==> config.mk <==
export PLATFORM = sky130hd
export DESIGN_NAME = toggle_strobe_gen
export DESIGN_NICKNAME = d
export VERILOG_FILES = /design/src/rtl/toggle_strobe_gen.sv
export SDC_FILE = /design/constraint.sdc
export NUM_CORES = 1
export LEC_CHECK = 0
export ABC_AREA = 1
export BUFFER_PORTS_ARGS = -buffer_cell sky130_fd_sc_hd__buf_4
export CAP_MARGIN = 5
export CORE_MARGIN = 3
export CORE_UTILIZATION = 58
export CTS_CLUSTER_SIZE = 8
export DETAILED_ROUTE_END_ITERATION = 10
export PLACE_DENSITY_LB_ADDON = 0.2
export SETUP_SLACK_MARGIN = 0.4
export SYNTH_ARGS = -nofsm -noshare
export SYNTH_HDL_FRONTEND = slang
export SYNTH_SLANG_ARGS = --single-unit
==> constraint.sdc <==
create_clock -name clk -period 2.1 [get_ports clk]
set_input_delay 0.42 -clock clk [delete_from_list [all_inputs] [get_ports clk]]
set_output_delay 0.42 -clock clk [all_outputs]
set_load 0.1 [all_outputs]
==> src/rtl/toggle_strobe_gen.sv <==
// Programmable toggle-strobe generator feeding a downstream T flip-flop.
// Define TOGGLE_STROBE_BURST_EN to enable burst mode, the DONE state and the done pulse.
//
// state | meaning
// IDLE  | waiting for start; outputs hold last toggles count
// RUN   | period counter active, strobe issued on each terminal count
// DONE  | burst complete; next edge pulses done and returns to IDLE
module toggle_strobe_gen #(
  parameter int CNT_W   = 8,
  parameter int BURST_W = 4
) (
  input  logic               clk,
  input  logic               rst,
  input  logic               start,
  input  logic               stop,
  input  logic [CNT_W-1:0]   div,
  input  logic               burst,
  input  logic [BURST_W-1:0] burst_len,
  output logic               t,
  output logic               busy,
  output logic               done,
  output logic [BURST_W-1:0] toggles
);

  typedef enum logic [1:0] {
    IDLE,
    RUN
`ifdef TOGGLE_STROBE_BURST_EN
    , DONE
`endif
  } state_t;

  state_t             state_q, state_d;
  logic [CNT_W-1:0]   cnt_q, cnt_d;
  logic [CNT_W-1:0]   div_q, div_d;
  logic               t_d;
  logic [BURST_W-1:0] tog_d;

`ifdef TOGGLE_STROBE_BURST_EN
  logic               burst_q, burst_d;
  logic [BURST_W-1:0] len_q, len_d;
  logic               done_q, done_d;
`else
  logic               unused_cfg;
  assign unused_cfg = ^{burst, burst_len};
`endif

  always_comb begin
    state_d = state_q;
    cnt_d   = cnt_q;
    div_d   = div_q;
    t_d     = 1'b0;
    tog_d   = toggles;
`ifdef TOGGLE_STROBE_BURST_EN
    burst_d = burst_q;
    len_d   = len_q;
    done_d  = 1'b0;
`endif
    case (state_q)
      IDLE: begin
        if (start && !stop) begin
          state_d = RUN;
          div_d   = div;
          cnt_d   = div;
          tog_d   = '0;
`ifdef TOGGLE_STROBE_BURST_EN
          burst_d = burst;
          len_d   = burst_len;
`endif
        end
      end
      RUN: begin
        if (stop) begin
          state_d = IDLE;
        end
`ifdef TOGGLE_STROBE_BURST_EN
        // zero-length burst completes without ever strobing
        else if (burst_q && (len_q == '0)) begin
          state_d = DONE;
        end
`endif
        else if (cnt_q == '0) begin
          t_d   = 1'b1;
          cnt_d = div_q;
          tog_d = toggles + 1'b1;
`ifdef TOGGLE_STROBE_BURST_EN
          if (burst_q && (tog_d == len_q)) state_d = DONE;
`endif
        end else begin
          cnt_d = cnt_q - 1'b1;
        end
      end
`ifdef TOGGLE_STROBE_BURST_EN
      DONE: begin
        done_d  = 1'b1;
        state_d = IDLE;
      end
`endif
      default: state_d = IDLE;
    endcase
  end

  always_ff @(posedge clk or negedge rst) begin
    if (!rst) state_q <= IDLE;
    else      state_q <= state_d;
  end

  always_ff @(posedge clk or negedge rst) begin
    if (!rst) begin
      cnt_q   <= '0;
      div_q   <= '0;
      t       <= 1'b0;
      toggles <= '0;
    end else begin
      cnt_q   <= cnt_d;
      div_q   <= div_d;
      t       <= t_d;
      toggles <= tog_d;
    end
  end

`ifdef TOGGLE_STROBE_BURST_EN
  always_ff @(posedge clk or negedge rst) begin
    if (!rst) begin
      burst_q <= 1'b0;
      len_q   <= '0;
      done_q  <= 1'b0;
    end else begin
      burst_q <= burst_d;
      len_q   <= len_d;
      done_q  <= done_d;
    end
  end

  assign done = done_q;
`else
  assign done = 1'b0;
`endif

  assign busy = (state_q != IDLE);

endmodule

==> results.md <==
- Worst Skew: 9.126 ps
- Final WS setup: 523.4 ps
- Area Growth Syn to Fin: 16.75%
- Vias/cell: 5.267
- XOR/XNOR share of the synthesized area: 0.02106
- Avg Synthesized Cell Area: 7.606 sq um
- CP max stage delay: 470 ps
- DIE HEIGHT: 52.38 um
- Final setup vio count: 0
- Crit path arrival time: 1800 ps
- CTS root buf: clkbuf_4
- Hold Buf Count CTS: 1
- Layout cells sized above 1: 0.1858
- Post-Synth Adder-Cell Area: 0.03009
- TritonRoute pass-1 iters: 4
- Maximum fanout along the worst path: 15
- Setup Fix Bufs, Post-CTS: 0
- #FFs+latches synth: 22
- N_diodes: 0
- Placement Setup Slack: 583.5 ps
- Clock latency on the worst-skew pair: 310 ps
- Post-Syn Area: 1247 sq um
- Busiest grt layer: met2
- Max Slew Vio Count: 0
- CTS tree: yes
- Post-synth EDFFs: 0
- Wire length per cell: 12.76 um
- Power Density: 852.6 nW/um^2
- Slowest-stage cell, CP: dfrtp_2
- Status: finished, final reports clean
- Critical Setup Path Class: flop to flop
- RSZ-0062 raised after global routing: no
- Worst setup SP type: flop
- Via count: 1,106
- Iteration-0 DRC Markers: 28
- # H-tree levels: 1
- Post-synthesis compound-gate area fraction: 0.1424
- Worst vdd ir: 0.0005115 V
- Crit-path cells: inv_2 > nor2_4 > nor2_2 > buf_4 > a21oi_1 > a22oi_1
- Core Area: 2002 sq um
- Mux share of post-synthesis cell area: 0
- Yosys top cell area share: 0.4413
- Deepest clock path buffer count: 2
- Drc violations: 0
- Total track usage: 0.2238
- Min cycle time layout: 1577 ps
- Grt met3 use: 0.03704
- Library cells used by synthesis: 23
- Post-Synth Simple-Gate Area: 0.2638
- CTS buffer count: 3
- Vias in the first global route: 1,005
- Die Footprint: 2743 sq um
- Hpwl dp: 1991 um
- Synthesized instance count: 164
- Pwr Total: 1.242 mW
- Fmax: 634.3 MHz
- R2R Setup Slk: 520 ps
- Post-Route WL: 2680 um
- I/O Pins: 24
- Die width: 52.38 um
- Tcrit/Tclk final: 0.7507
- Clock sink total: 22
- Max cap viols: 0
- Post-DRT Antenna Nets: 0
- Synth area leader: dfrtp_1
- Initial antenna violation count: 0
- Syn. warnings: 0
- Gpl congestion: 0.9096
- Cells after DPL: 205
- Area contributors post-synth: dfrtp_1, nand2_1, a21oi_1
- Met2 Use GR: 0.3430
- HP Class: input pin to flop
- Leak: 0.7600 nW
- CTS resizes: 0
- Top-count cell post-synth: nand2_1
- Total gr overflow: 0
- Commonest cells post-synth: nand2_1, dfrtp_1, inv_1
- Dominant synthesized flop cell: dfrtp_1
- Starting Density: 0.6231
- Met1 Usage GRT: 0.3114
- Hold Violations, Final: 0
- Site row count: 16
- Main combinational cell family by area after synthesis: simple AND/OR/NAND/NOR gates
- I/O Buffers: 17
- Worst EP required: 2320 ps
- Largest net degree at the start of global routing: 23
- First-pass GRT wire length: 4478 um
- Setup TNS: 0 ps
- Clk slew on worst S/H paths: 110 ps
- Minimum hold slack: 324.8 ps
- Seq/Total Area, Yosys: 0.4413
- Syn nets: 184
- Non-Filler Instances: 210
- Async set or reset register ratio after synthesis: 1.000
- Final #Nets: 204
- Crit end category: flop
==> state kept, by name (all words and copies together), names as in the netlist <==
signal	cells
div_q	8
toggles	4
t	1
cnt_q	8
state_q	1
==> logic make-up (layout without fill, tap and decap cells) <==
kind of cell | Yosys count | after routing
flip-flops | 22 | 22
other | 1 | 1
buffers and inverters | 29 | 48
AO/OA/AOI/OAI | 34 | 34
AND/OR/NAND/NOR | 72 | 72
XOR/XNOR | 3 | 3
adder cells (fa/ha/maj) | 3 | 3
==> routing by layer <==
layer / wire length (um) / part of all wire
met2: 1288 / 0.48
met4: 32 / 0.012
met3: 109 / 0.041
met1: 1250 / 0.47
met5: 0 / 0
==> report_power, final <==
group	switching, mW	total (mW)	internal, mW
clock network	0.127	0.320	0.193
registers	0.0675	0.567	0.500
logic	0.228	0.354	0.126
==> per-stage QoR <==
step                      instance area (sq um)  utilization
after detailed placement                   1394       0.6963
after global placement                     1394       0.6963
after floorplan                            1249            -
after CTS                                  1456       0.7275
after global routing                       1456       0.7275
final                                      1456       0.7275
==> cell usage in the layout, fill, tap and decap left out, types with 2 or more instances in the layout <==
| master | count |
|---|---|
| nand2_1 | 32 |
| inv_1 | 22 |
| dfrtp_1 | 21 |
| buf_4 | 19 |
| a21oi_1 | 18 |
| nand3_1 | 17 |
| nor2_1 | 14 |
| o21ai_0 | 11 |
| nor2_2 | 3 |
| a22oi_1 | 3 |
| ha_1 | 3 |
| clkbuf_4 | 3 |
| nand2_2 | 2 |
| nor2_4 | 2 |
| xor2_1 | 2 |
| o21ai_1 | 2 |
==> worst max-delay path: cells and delay by family, from the launching register on <==
family | cells | cell delay (ps)
AO/OA/AOI/OAI | 2 | 220
buffers and inverters | 2 | 450
flip-flops | 1 | 470
AND/OR/NAND/NOR | 2 | 360
==> final cells by class <==
cell class | instances | area (sq um)
Multi-Input combinational cell | 113 | 574.3
Sequential cell | 22 | 551.8
Fill cell | 167 | 545.5
Timing Repair Buffer | 20 | 152.6
Inverter | 24 | 91.34
Tap cell | 27 | 33.78
Clock inverter | 1 | 30.03
Clock buffer | 3 | 22.52
==> final timing paths <==
path / start / depth (start not counted) / to
worst max-delay path: state_q[0]$_DFFE_PN0P_ / 6 / cnt_q[1]$_DFFE_PN0P_
worst min-delay path: div[2] / 3 / div_q[2]$_DFFE_PN0P_
worst max register to register: state_q[0]$_DFFE_PN0P_ / 6 / cnt_q[1]$_DFFE_PN0P_
worst min register to register: div_q[2]$_DFFE_PN0P_ / 2 / div_q[2]$_DFFE_PN0P_
max in group asynchronous: rst / 2 / state_q[0]$_DFFE_PN0P_
min in group asynchronous: rst / 2 / cnt_q[4]$_DFFE_PN0P_
No activity file was read; power rests on OpenSTA's default activity.
